File: config.mk
export PLATFORM = sky130hd
export DESIGN_NAME = term_cursor_ctrl
export DESIGN_NICKNAME = d
export VERILOG_FILES = /design/src/rtl/term_cursor_ctrl.sv
export SDC_FILE = /design/constraint.sdc
export NUM_CORES = 1
export LEC_CHECK = 0
export CORE_ASPECT_RATIO = 1.1
export CORE_MARGIN = 4
export CORE_UTILIZATION = 51
export CTS_CLUSTER_DIAMETER = 60
export DETAILED_ROUTE_END_ITERATION = 7
export PLACE_DENSITY = 0.79
export RECOVER_POWER = 50
export SYNTH_ARGS = -nofsm -noshare
export SYNTH_HDL_FRONTEND = slang
export SYNTH_SLANG_ARGS = --single-unit
export TNS_END_PERCENT = 10
File: constraint.sdc
create_clock -name clk -period 7 [get_ports clk]
set_input_delay 1.05 -clock clk [delete_from_list [all_inputs] [get_ports clk]]
set_output_delay 1.05 -clock clk [all_outputs]
set_load 0.02 [all_outputs]
File: src/rtl/term_cursor_ctrl.sv
// Terminal write engine: ASCII stream in, screen BRAM port A writes out.
// Tracks the cursor, scrolls by rotating row_offset, and clears with write bursts.
module term_cursor_ctrl #(
    parameter int SCREEN_ADDRESS_WIDTH  = 15,
    parameter int HORIZONTAL_SLOT_COUNT = 240,
    parameter int VERTICAL_SLOT_COUNT   = 135,
    parameter int COL_WIDTH             = 8,
    parameter int ROW_WIDTH             = 8,
    parameter logic [6:0] BLANK_CHAR    = 7'h20
) (
    input  logic                            clk,
    input  logic                            rst,
    input  logic                            in_valid,
    output logic                            in_ready,
    input  logic [6:0]                      in_data,
    output logic                            bram_wen,
    output logic [SCREEN_ADDRESS_WIDTH-1:0] bram_addr,
    output logic [6:0]                      bram_data,
    output logic [COL_WIDTH-1:0]            cursor_col,
    output logic [ROW_WIDTH-1:0]            cursor_row,
    output logic [ROW_WIDTH-1:0]            row_offset,
    output logic                            busy
);
    localparam int H  = HORIZONTAL_SLOT_COUNT;
    localparam int V  = VERTICAL_SLOT_COUNT;
    localparam int AW = SCREEN_ADDRESS_WIDTH;

    localparam logic [COL_WIDTH-1:0] LAST_COL     = COL_WIDTH'(H - 1);
    localparam logic [ROW_WIDTH-1:0] LAST_ROW     = ROW_WIDTH'(V - 1);
    localparam logic [AW-1:0]        LINE_CELLS   = AW'(H);
    localparam logic [AW-1:0]        SCREEN_CELLS = AW'(H * V);

    localparam logic [6:0] CH_BS = 7'h08;
    localparam logic [6:0] CH_LF = 7'h0A;
    localparam logic [6:0] CH_FF = 7'h0C;
    localparam logic [6:0] CH_CR = 7'h0D;

    typedef enum logic [2:0] {
        IDLE,
        WRITE,
        NEWLINE,
        CLEAR_LINE,
        CLEAR_ALL
    } state_t;

    state_t         state;
    logic           nl_pend;
    logic           ff_pend;
    logic [AW-1:0]  clr_cnt;
    logic [AW-1:0]  clr_limit;
    logic           is_print;
    logic           at_last_row;
    logic [ROW_WIDTH-1:0] nl_row;
    logic [ROW_WIDTH-1:0] nl_off;

    // Logical row to physical row: one compare-subtract, no divider.
    function automatic logic [ROW_WIDTH-1:0] phys_row(
        input logic [ROW_WIDTH-1:0] r,
        input logic [ROW_WIDTH-1:0] o
    );
        logic [ROW_WIDTH:0] s;
        s = {1'b0, r} + {1'b0, o};
        if (s >= (ROW_WIDTH+1)'(V))
            s = s - (ROW_WIDTH+1)'(V);
        return s[ROW_WIDTH-1:0];
    endfunction

    function automatic logic [AW-1:0] cell_addr(
        input logic [COL_WIDTH-1:0] c,
        input logic [ROW_WIDTH-1:0] r,
        input logic [ROW_WIDTH-1:0] o
    );
        return AW'(phys_row(r, o)) * AW'(H) + AW'(c);
    endfunction

    assign in_ready    = (state == IDLE) && !rst;
    assign is_print    = (in_data >= 7'h20) && (in_data != 7'h7F);
    assign at_last_row = (cursor_row == LAST_ROW);
    assign nl_row      = at_last_row ? cursor_row : cursor_row + 1'b1;
    assign nl_off      = !at_last_row ? row_offset :
                         (row_offset == LAST_ROW) ? '0 : row_offset + 1'b1;
    assign clr_limit   = (state == CLEAR_LINE) ? LINE_CELLS : SCREEN_CELLS;

    always_ff @(posedge clk) begin
        if (rst) begin
            state      <= IDLE;
            nl_pend    <= 1'b0;
            ff_pend    <= 1'b0;
            clr_cnt    <= '0;
            bram_wen   <= 1'b0;
            bram_addr  <= '0;
            bram_data  <= '0;
            cursor_col <= '0;
            cursor_row <= '0;
            row_offset <= '0;
            busy       <= 1'b0;
        end else begin
            bram_wen <= 1'b0;
            unique case (state)
                IDLE: begin
                    if (in_valid) begin
                        unique case (1'b1)
                            is_print: begin
                                bram_wen  <= 1'b1;
                                bram_addr <= cell_addr(cursor_col, cursor_row, row_offset);
                                bram_data <= in_data;
                                if (cursor_col == LAST_COL)
                                    nl_pend <= 1'b1;
                                else
                                    cursor_col <= cursor_col + 1'b1;
                                state <= WRITE;
                            end
                            (in_data == CH_CR): begin
                                cursor_col <= '0;
                                state      <= WRITE;
                            end
                            (in_data == CH_LF): begin
                                nl_pend <= 1'b1;
                                state   <= WRITE;
                            end
                            (in_data == CH_BS): begin
                                if (cursor_col != '0) begin
                                    cursor_col <= cursor_col - 1'b1;
                                    bram_wen   <= 1'b1;
                                    bram_addr  <= cell_addr(cursor_col - 1'b1,
                                                            cursor_row, row_offset);
                                    bram_data  <= BLANK_CHAR;
                                end
                                state <= WRITE;
                            end
                            (in_data == CH_FF): begin
                                ff_pend <= 1'b1;
                                state   <= WRITE;
                            end
                            default: ;
                        endcase
                    end
                end
                WRITE: begin
                    nl_pend <= 1'b0;
                    ff_pend <= 1'b0;
                    if (nl_pend) begin
                        state <= NEWLINE;
                    end else if (ff_pend) begin
                        cursor_col <= '0;
                        cursor_row <= '0;
                        row_offset <= '0;
                        bram_wen   <= 1'b1;
                        bram_addr  <= '0;
                        bram_data  <= BLANK_CHAR;
                        clr_cnt    <= AW'(1);
                        busy       <= 1'b1;
                        state      <= CLEAR_ALL;
                    end else begin
                        state <= IDLE;
                    end
                end
                NEWLINE: begin
                    cursor_col <= '0;
                    cursor_row <= nl_row;
                    row_offset <= nl_off;
                    bram_wen   <= 1'b1;
                    bram_addr  <= cell_addr('0, nl_row, nl_off);
                    bram_data  <= BLANK_CHAR;
                    clr_cnt    <= AW'(1);
                    busy       <= 1'b1;
                    state      <= CLEAR_LINE;
                end
                CLEAR_LINE, CLEAR_ALL: begin
                    // A cleared line is physically contiguous, so both bursts just step the address.
                    if (clr_cnt == clr_limit) begin
                        busy  <= 1'b0;
                        state <= IDLE;
                    end else begin
                        bram_wen  <= 1'b1;
                        bram_addr <= bram_addr + 1'b1;
                        clr_cnt   <= clr_cnt + 1'b1;
                    end
                end
                default: state <= IDLE;
            endcase
        end
    end
endmodule

==> results.txt, run 1 <==
- The clock drives 68 sinks.
* Sequential element share of the synthesized area: 19.41%
- Measured along the y axis, the die boundary spans 131.0 µm.
* Root cell of the clock tree: clkbuf_16
- Kind of start point of the critical path: flop
- Wire length of the first global-routing pass: 31.66 mm
- The first TritonRoute pass finished after 6 iterations.
- Compared with the post-synthesis result, the final layout area differs by 20.78%.
- H-tree levels: 3
- The die is 119.8 µm wide.
- Worst hold path stage count: 2
- After synthesis, the cell types taking the most area are dfxtp_1 (19%), ha_1 (11%), fa_1 (7.1%), xnor2_1 (6.7%), nor2_1 (5.1%).
* Number of instances in the synthesized netlist: 901
- GP Congestion: 0.8466
* Maximum buffer depth of the clock tree: 2
- In the routed design, unresolved DRC markers number 0.
- The multi-input combinational cells in the finished layout cover a total of 0.005411 mm².
- Fin. Hold Viols: 0
- DIE AREA: 0.01569 mm²
- Worst-skew pair later-pin latency: 0.35 ns
- In this run the power density over the cells is 118.2 mW/mm².
* Predominant post-synthesis flop cell: dfxtp_1
- The clock period could shrink to 6.755 ns.
- In the final design database the tool counted 1,067 nets.
* Hold worst-path end: bram_data[6]
* Area of the core: 0.01332 mm²
* I/O pin total: 59
* Synth Cell Area: 0.007013 mm²
* Total routed wirelength: 18.98 mm
- Count of filler cells inserted in the layout: 1,186
- Slew at the pin closest to its max-slew limit: 1.064 ns
* Antenna-violating nets left: 0
* Cts bufs inserted: 9
- Fraction of post-synthesis cell area in the top cell type by area: 19.41%
- In this run the static leakage power is 3.773 nW.
* Longest individual stage delay on the worst path: 0.58 ns
* Register area: 0.001368 mm²
- Entering global routing, the biggest net connects 60 pins.
- Along the worst path, the maximum fanout reaches 4.
- Clock transition at path regs: 0.06 ns
* HPWL Detailed: 14.10 mm
* Peak ir drop on the vdd network: 0.09153 mV
- Proportion of register bits with asynchronous set or reset after synthesis: 0%
* Synthesis warning total: 0
* Clock tree from TritonCTS: built
* Number of antenna violations at the first check in global routing: 0
- Counting flops and latches in the post-synthesis netlist gives 68.
- Setup violations remaining at the end of the flow were counted as 0.
- Detailed routing inserted a total of 6,877 vias.
* Setup TNS after final layout: 0 ns
- STA classifies the critical path endpoint as a flop.
- The critical path is of the flop to flop type.
- The first routing iteration left 694 violations.
- On the critical path, the stage with the largest delay is an instance of fa_1.
- The synthesized netlist contains 76 unique library cells.
- Number of enable flip-flop cells after synthesis: 0
- Data arrival time at the worst-slack endpoint: 7.04 ns
* GR Util All Layers: 24.51%
- The startpoint identified for the worst register-to-register timing path is cursor_row[0].
* Fin crit share: 96.50%
* Standard cell area after detailed placement: 0.007950 mm²
- Port buffering added 58 buffers.
- The min-delay analysis places its worst path in the category flop to flop.
- Most used cells in the layout excluding fill and tap cells: nor2_1 (92), dfxtp_1 (65), nand2_1 (62), inv_1 (62), ha_1 (59)
* Internal reg-to-reg setup slack: 0.25 ns
* Floorplan row count: 44
- Of the cells placed in the final design, the portion with a size suffix greater than 1 is 11.27%.
* Achievable frequency: 0.1480 GHz
- On the final layout, the worst clock skew is 0.005228 ns.
* Depth of the worst register-to-register path: 28
- Run status: completed
- Mapped Avg Cell Area: 7.784 µm²
- In this run the most critical hold path is launched from bram_data[6].
- The repair_antennas step left the layout with diodes totalling 0.
- Global routing finished with a remaining overflow of 0.
* Reg2Reg Capture Point: bram_addr[11]
- Number of global-route vias before repair: 6,573
* Max Transition Viols Final: 0
- Most frequent standard cell in the layout excluding fill and tap cells: nor2_1
- After detailed routing, the number of vias per cell comes to 5.928.
* Starting Density: 52.64%
- Max-cap viol count: 0
- When the netlist entered floorplanning its net count stood at 997.
- The finished cells cover 0.008471 mm².
- Post-detailed-route wirelength per cell: 16.36 µm
- The worst pin sits at a relative slew slack of 29.01%.
* Most used cell along the critical path: ha_1
* Library cell with the largest summed area after synthesis: dfxtp_1
- Required time of the critical path: 7.28 ns
==> routing by layer <==
| layer | share of wire [%] | global-route usage, % | up-vias |
|---|---|---|---|
| met4 | 3.9 | 11.59 | 0 |
| met1 | 42 | 30.23 | 3205 |
| met2 | 47 | 41.19 | 259 |
| met5 | 0 | 0 | - |
| li1 | - | - | 3359 |
| met3 | 6.6 | 5.295 | 54 |
==> cell usage after synthesis (29+ instances only) <==
master,number
xnor2_1,54
nand2_1,62
o21ai_0,44
xor2_1,29
clkbuf_1,37
ha_1,61
nor2_1,95
a21oi_1,57
nor3_1,36
inv_1,62
dfxtp_1,68
nand3_1,39
==> power by group <==
| group | switching (mW) | internal, mW |
|---|---|---|
| logic | 0.0577 | 0.0358 |
| clock network | 0.191 | 0.314 |
| registers | 0.00979 | 0.394 |
| total | 0.258 | 0.743 |
==> registers in the layout (all words and copies together), names as in the netlist <==
signal,cells
bram_addr,15
clr_cnt,15
cursor_col,8
cursor_row,8
row_offset,8
bram_data,7
state,3
bram_wen,1
busy,1
ff_pend,1
nl_pend,1
==> worst max-delay path: cells and delay by family (launching register included) <==
family	cells	cell delay (ns)
AOI/OAI and AO/OA	10	1.83
adders and majority gates	6	1.79
and+or+nand+nor	6	1.66
xor gates and xnor gates	3	0.48
muxes	1	0.34
DFF	1	0.31
buffers and inverters	2	0.27
==> worst max path at each step <==
stage,from,endpoint,cells past startpoint
2_1_floorplan,row_offset[0],bram_addr[14],28
3_3_place_gp,row_offset[0],bram_addr[14],27
3_5_place_dp,row_offset[0],bram_addr[14],27
4_1_cts,row_offset[0],bram_addr[14],29
5_1_grt,cursor_row[0],bram_addr[14],29
6_report,cursor_row[0],bram_addr[11],28
==> cells by family after synthesis <==
| family | after synthesis | synth area share, % |
|---|---|---|
| AOI/OAI and AO/OA | 230 | 21.78 |
| xor gates and xnor gates | 85 | 10.92 |
| adders and majority gates | 87 | 18.16 |
| buffers and inverters | 106 | 5.870 |
| DFF | 68 | 19.41 |
| muxes | 11 | 1.624 |
| and+or+nand+nor | 314 | 22.23 |
==> per-stage QoR <==
step	worst slack (ns)	instances	power, mW	util, %	hold slack (ns)
5_1_grt	-0.05378	1160	1.037	63.58	0.4670
4_1_cts	0.006932	1155	1.009	62.50	0.4509
3_3_place_gp	0.1114	1136	0.5050	59.67	0.4414
6_report	0.2450	1160	1.002	63.58	0.4448
2_1_floorplan	0.009001	901	0.4694	-	0.4664
3_5_place_dp	-0.07383	1136	0.5060	59.67	0.4427
==> cell type report <==
cell class,instances,share of cell area (%)
flip-flops and latches,68,16.14
inverters,66,2.984
clock buffers,9,2.659
well taps,184,2.718
repair buffers,99,10.43
multi-input cells,727,63.88
clock inverters,7,1.182
==> what timing repair did <==
action                     CTS  global route
setup buffers                3             5
pin swaps                    5             8
setup endpoints to repair    2             4
hold buffers                 0             0
gates resized for setup      6            23
(Power assumes the default switching activity.)
==> run 2, diff against run 1 <==
--- a/config.mk
+++ b/config.mk
@@ -12,6 +12,7 @@
 export DETAILED_ROUTE_END_ITERATION = 7
 export PLACE_DENSITY = 0.79
 export RECOVER_POWER = 50
+export SETUP_SLACK_MARGIN = 0.15
 export SYNTH_ARGS = -nofsm -noshare
 export SYNTH_HDL_FRONTEND = slang
 export SYNTH_SLANG_ARGS = --single-unit
==> run 2 against run 1 <==
Effect of this change: via count rose by 0.52%; wire length rose by 1.1%; sequential cell count did not move; first-iteration DRC count fell by 10%; total power fell by 1.2%; hold slack improved by 0.0014 ns; die area did not move; core utilization rose by 0.25 points; combinational power barely moved; sequential share of layout area barely moved; register-to-register slack improved by 0.07 ns.
==> results.txt, run 2 (same netlist as run 1, synthesis figures left out) <==
- For the pin with the worst max-slew slack, the measured transition is 1.039 ns.
- From synthesis to final layout, the design area changed by 21.27%.
- Power share of the combinational group: 9.5%
- Once detail routing completed, the nets flagged for antenna violations numbered 0.
* Min-delay src: bram_data[0]
- In the final layout, the multi-input gates occupy 0.005431 mm².
- The first global-routing pass estimated 32.21 mm of wire.
- Iteration-0 DRC Markers: 623
* Total routed wirelength: 19.20 mm
- Counting the fill cells in the layout gives 1,170.
- Most used cells in the layout excluding fill and tap cells: nor2_1 (93), dfxtp_1 (64), nand2_1 (62), inv_1 (60), ha_1 (57)
- Counting tap cells, the placed design contains a total of 1,133 instances.
- Data arrival time at the worst-slack endpoint: 6.93 ns
* Largest registers: bram_addr (15), clr_cnt (15)
- IO Port Bufs: 58
* Kind of start point of the critical path: flop
- Setup crit end kind: flop
- For the worst-skew pair, the clock arrives at the later sink with an insertion delay of 0.34 ns.
* Required time of the critical path: 7.24 ns
- Pin count of the biggest net entering global routing: 60
- DIE AREA: 0.01569 mm²
- Number of antenna violations at the first check in global routing: 0
- Subtracting the final worst setup slack from the clock period gives 6.687 ns.
- In this run switching power makes up 24.51% of total power.
- The H-tree was split into 3 levels.
- In this run the worst path has a maximum fanout of 4.
* Post-route cell area: 0.008504 mm²
- Reg2Reg Capture Point: bram_addr[14]
- After the flow finishes, the layout carries non-filler instances totaling 1,161.
- Number of sinks on the clock net: 68
- HPWL Detailed: 14.05 mm
* Aggregate global routing overflow: 0
- The congestion estimate from routability-driven global placement came to 0.9105.
- The final hold violation count was 0.
* Area of the core: 0.01332 mm²
- Net switching power: 0.2425 mW
- Slew headroom: 30.66%
- Max-cap viol count: 0
* Internal reg-to-reg setup slack: 0.31 ns
- DRC errors left: 0
- Dividing total power by cell area gives a power density of 116.3 mW/mm².
- Across the routed clock network, the largest skew measured is 0.008262 ns.
* Setup TNS after final layout: 0 ns
- Max Transition Viols Final: 0
- For this run, the detailed router's first-pass iteration total came to 5.
* Most frequent standard cell in the layout excluding fill and tap cells: nor2_1
- Die H: 131.0 µm
- Standard cell area after detailed placement: 0.007944 mm²
* Final number of setup-violating endpoints: 0
- By instance count, the cell type seen most on the critical path is inv_2.
* Cts bufs inserted: 9
* Leak pwr: 3.792 nW
* Achievable frequency: 0.1495 GHz
- Depth of the worst register-to-register path: 28
- Die Span X: 119.8 µm
- The number of antenna diodes in the final layout is 0.
* Peak ir drop on the vdd network: 0.1017 mV
* Detail-routed via count per cell: 5.954
- Critical path class: flop to flop
* Fin crit share: 95.53%
- DR vias: 6,913
- After clock tree synthesis, the clock-pin slew on the worst setup and hold paths is 0.06 ns.
- Relative contribution of sequential cells to total power: 40.7%
- Unrepaired setup endpoints after global routing: true
- Register area: 0.001371 mm²
* Root cell of the clock tree: clkbuf_16
* Slowest library cell on the worst path: fa_1
- The most critical setup path has its endpoint at bram_addr[14].
- Clock tree from TritonCTS: built
- The net count of the finished layout is 1,070.
* Share of post-route cells with drive strength above 1: 11.67%
* Number of global-route vias before repair: 6,671
- The run finished with clean final reports.
* Type of the worst min-delay path: flop to flop
* Maximum buffer depth of the clock tree: 2
* Internal power: 0.7469 mW
- Global routing used 25.09% of the available tracks.
- The most critical setup path has its startpoint at cursor_row[0].
- The initialized floorplan defines 44 standard-cell rows.
- Worst reg2reg path startpoint: cursor_row[0]
- In the final routed layout, each cell accounts on average for 16.54 µm.
- Longest individual stage delay on the worst path: 0.54 ns
- Starting Density: 52.64%
- I/O pin total: 59
- In this run, the clock network consumes 49.8% of the power.
run 2: changes by cell type in the layout (fill, tap and decap cells not counted), sizes merged:
cell      previous run  this run
clkinvlp             3         1
buf                 42        45
clkinv               2         1
clkbuf               9        10
run 2: metrics by stage:
step	setup WS [ns]	util (%)	power [mW]	hold slack (ns)
floorplan	0.2074	-	0.4690	0.4664
global placement	0.1858	59.63	0.5045	0.4398
detailed placement	0.01849	59.63	0.5061	0.4467
CTS	0.1883	62.59	0.9937	0.4529
global route	-0.04653	63.83	1.023	0.4858
finish	0.3128	63.83	0.9895	0.4462
run 2: worst min path at each step:
stage	to	depth (start not counted)
after detailed placement	bram_data[0]	2
after global placement	bram_data[1]	2
after floorplan	clr_cnt[8]	2
final	bram_data[0]	2
after global routing	bram_data[0]	2
after CTS	bram_data[0]	2
run 2: final cells by class:
class,count,area share (%)
Clock buffer,10,2.810
Inverter,66,2.972
Clock inverter,4,0.8680
Timing Repair Buffer,102,10.65
Sequential cell,68,16.12
Multi-Input combinational cell,727,63.87
Tap cell,184,2.707
run 2: power groups by stage:
stage               clock, mW  combinational (mW)  sequential (mW)
CTS                     0.496              0.0951            0.403
global route            0.517               0.102            0.404
detailed placement          0              0.0947            0.411
floorplan                   0              0.0534            0.416
global placement            0              0.0931            0.411
finish                  0.493              0.0937            0.403
run 2: worst max-delay path: cells and delay by family, from the launching register on:
kind / cells / cell delay, ns
multiplexers: 1 / 0.34
adder cells (fa/ha/maj): 5 / 1.60
buffers and inverters: 3 / 0.18
XOR/XNOR: 2 / 0.35
AND/OR/NAND/NOR: 8 / 1.88
AO/OA/AOI/OAI: 9 / 1.88
flip-flops: 1 / 0.34
run 2: per-layer routing:
metal  GRT usage, %  vias up  wire length, µm
li1               -     3359                -
met5              0        -                0
met3          5.252       49             1051
met2          44.18      228             9411
met1          30.15     3277             8097
met4          10.04        0              637
run 2: what timing repair did:
action / CTS / global route
setup buffers: 7 / 7
endpoints found under the setup margin: 3 / 4
pin swaps: 6 / 20
gates resized for setup: 8 / 24
hold buffers: 0 / 0
==> run 3, diff against run 2 <==
--- a/config.mk
+++ b/config.mk
@@ -10,6 +10,7 @@
 export CORE_UTILIZATION = 51
 export CTS_CLUSTER_DIAMETER = 60
 export DETAILED_ROUTE_END_ITERATION = 7
+export GPL_TIMING_DRIVEN = 0
 export PLACE_DENSITY = 0.79
 export RECOVER_POWER = 50
 export SETUP_SLACK_MARGIN = 0.15
==> run 3 against run 2 <==
Effect of this change: design area is 1.0% higher; final cell count is 1.8% higher; worst setup slack worse by 0.15 ns; clock power is 3% lower; highest routed layer unchanged; sequential power hardly changed; clock skew hardly changed; total power is 1.1% lower.
==> results.txt, run 3 (same netlist as run 1, synthesis figures left out) <==
- Fin. Hold Viols: 0
- The root buffer cell chosen for the clock tree is clkbuf_16.
- Final number of setup-violating endpoints: 0
- Number of antenna violations at the first check in global routing: 0
* Antenna-violating nets left: 0
- For met3 alone, demand over resource in global routing was 3.186%.
- In this run the worst path has a maximum fanout of 5.
- After detailed routing, the number of vias per cell comes to 5.951.
- Worst clock skew: 0.008536 ns
* Final worst-path setup slack: 0.1586 ns
- Reg2Reg Capture Point: bram_addr[14]
- Max-cap viol count: 0
* Peak ir drop on the vdd network: 0.1254 mV
- In this run, CTS created clock tree buffers numbering 9.
- Unrepaired setup endpoints after global routing: true
- The cell family contributing the most delay on the critical path is compound AO/OA/AOI/OAI gates.
- Critical path class: flop to flop
* Die Span X: 119.8 µm
- The floorplan step defined a core boundary enclosing 0.01332 mm².
- Worst reg2reg path startpoint: row_offset[0]
- DRC errors left: 0
- For this block, the routed nets add up to 19.41 mm of wire.
* Maximum buffer depth of the clock tree: 2
- Clock transition at path regs: 0.06 ns
* Wire length of the first global-routing pass: 31.85 mm
- Starting Density: 52.64%
* Post-detailed-route wirelength per cell: 16.42 µm
- The library cells used most frequently in the layout, excluding fill and tap cells, are nor2_1 (92), dfxtp_1 (64), nand2_1 (62), inv_1 (61), ha_1 (56).
- Final Critical Period: 6.841 ns
* Met1 demand-to-capacity share in global routing: 30.37%
* DR vias: 7,034
* Run status: completed
- STA classifies the critical path startpoint as a flop.
- Most crowded layer after global routing: met2
* DIE AREA: 0.01569 mm²
* Required time of the critical path: 7.25 ns
- Across all register-to-register paths, the minimum setup slack is 0.16 ns.
- Most frequent standard cell in the layout excluding fill and tap cells: nor2_1
* Type of the worst min-delay path: flop to flop
* Aggregate global routing overflow: 0
- Port buffering added 57 buffers.
- In this run the static leakage power is 3.730 nW.
- Buffer and inverter count on the worst path: 4
* Clock tree from TritonCTS: built
- Worst setup slack after placement: -0.4991 ns
- GR Util met2: 43.98%
- Floorplan row count: 44
- Worst hold path stage count: 2
- The largest registers in the layout are bram_addr (15), clr_cnt (15).
- Router iterations before antenna repair: 6
- Longest individual stage delay on the worst path: 0.53 ns
- From synthesis to final layout, the design area changed by 22.50%.
- On the critical path, the stage with the largest delay is an instance of fa_1.
- The wire-length estimate of the detail-placed layout is 13.98 mm.
- Hold worst-path end: bram_data[0]
* I/O pin total: 59
- Entering global routing, the biggest net connects 15 pins.
* Standard cell area after detailed placement: 0.007875 mm²
- The number of max-slew violations in the final report was 0.
- For the worst setup path, the data arrival time is 7.09 ns.
* Slew at the pin closest to its max-slew limit: 0.8772 ns
- Die H: 131.0 µm
* Slew headroom: 40.69%
- Layout net count: 1,089
- In this run, the number of DRC markers left after iteration 0 of detailed routing was 747.
- The via count of the first global-routing pass is 6,791.
- H-tree levels: 3
* Antenna diode count: 0
* Worst-skew pair later-pin latency: 0.34 ns
* Number of sinks on the clock net: 68
- Min-delay src: bram_data[0]
- Fin crit share: 97.73%
- Setup crit end kind: flop
* GR Util All Layers: 24.59%
- Post-route cell area: 0.008591 mm²
- Timing would allow up to 0.1462 GHz.
* Power density cells: 113.9 mW/mm²
- Cells with a size suffix above 1 make up 10.32% of the layout.
* Depth of the worst register-to-register path: 29
- GP Congestion: 0.8983
==> run 3: what timing repair did <==
action / 4_1_cts / 5_1_grt
endpoints found under the setup margin: 4 / 5
gates resized for setup: 30 / 18
pin swaps: 21 / 12
hold buffers: 0 / 0
setup buffers: 23 / 1
==> run 3: final cells by class <==
cell class / count / area, µm²
Tap cell: 184 / 230.2
Clock inverter: 7 / 80.08
Inverter: 66 / 252.7
Buffer: 40 / 181.4
Timing Repair Buffer: 81 / 763.2
Multi-Input combinational cell: 727 / 5482
Clock buffer: 9 / 225.2
Fill cell: 1188 / 4732
Sequential cell: 68 / 1376
==> run 3: worst register-to-register path, delay by kind of cell (launching register included) <==
kind | cells | cell delay, ns
fa+ha+maj | 6 | 1.91
simple gates | 6 | 1.57
xor+xnor | 2 | 0.25
compound gates | 10 | 1.96
flops | 1 | 0.36
mux | 1 | 0.35
buf+inv | 4 | 0.34
==> run 3: through the flow <==
stage	power [mW]	hold slack [ns]	util (%)	instances	TNS, ns
global placement	0.5073	0.4379	59.11	1142	-1.003
detailed placement	0.5084	0.4434	59.11	1142	-1.349
floorplan	0.4690	0.4664	-	901	0
finish	0.9783	0.4467	64.48	1182	0
CTS	0.9810	0.4517	63.79	1181	0
global route	1.004	0.4755	64.48	1182	-0.2350
==> run 3: metal layers <==
layer,wire [µm],part of all wire [%],vias to the layer above
li1,-,-,3411
met1,8133,42,3308
met2,9512,49,265
met3,1193,6.1,50
met4,566,2.9,0
met5,0,0,-
==> run 3: report_power, final <==
group / internal (mW) / switching, mW / leakage, nW
registers: 0.392 / 0.00735 / 0.553
logic: 0.0363 / 0.0624 / 3.03
clock network: 0.281 / 0.199 / 0.143
==> run 3: how the worst max path moves through the flow <==
stage | slack [ns] | cells past startpoint | start | endpoint
2_1_floorplan | 0.21 | 29 | row_offset[0] | bram_addr[14]
3_3_place_gp | -0.40 | 29 | cursor_row[0] | bram_addr[14]
3_5_place_dp | -0.50 | 28 | cursor_row[0] | bram_addr[14]
4_1_cts | 0.09 | 29 | row_offset[0] | bram_addr[14]
5_1_grt | -0.14 | 30 | cursor_row[0] | bram_addr[14]
6_report | 0.16 | 29 | row_offset[0] | bram_addr[14]
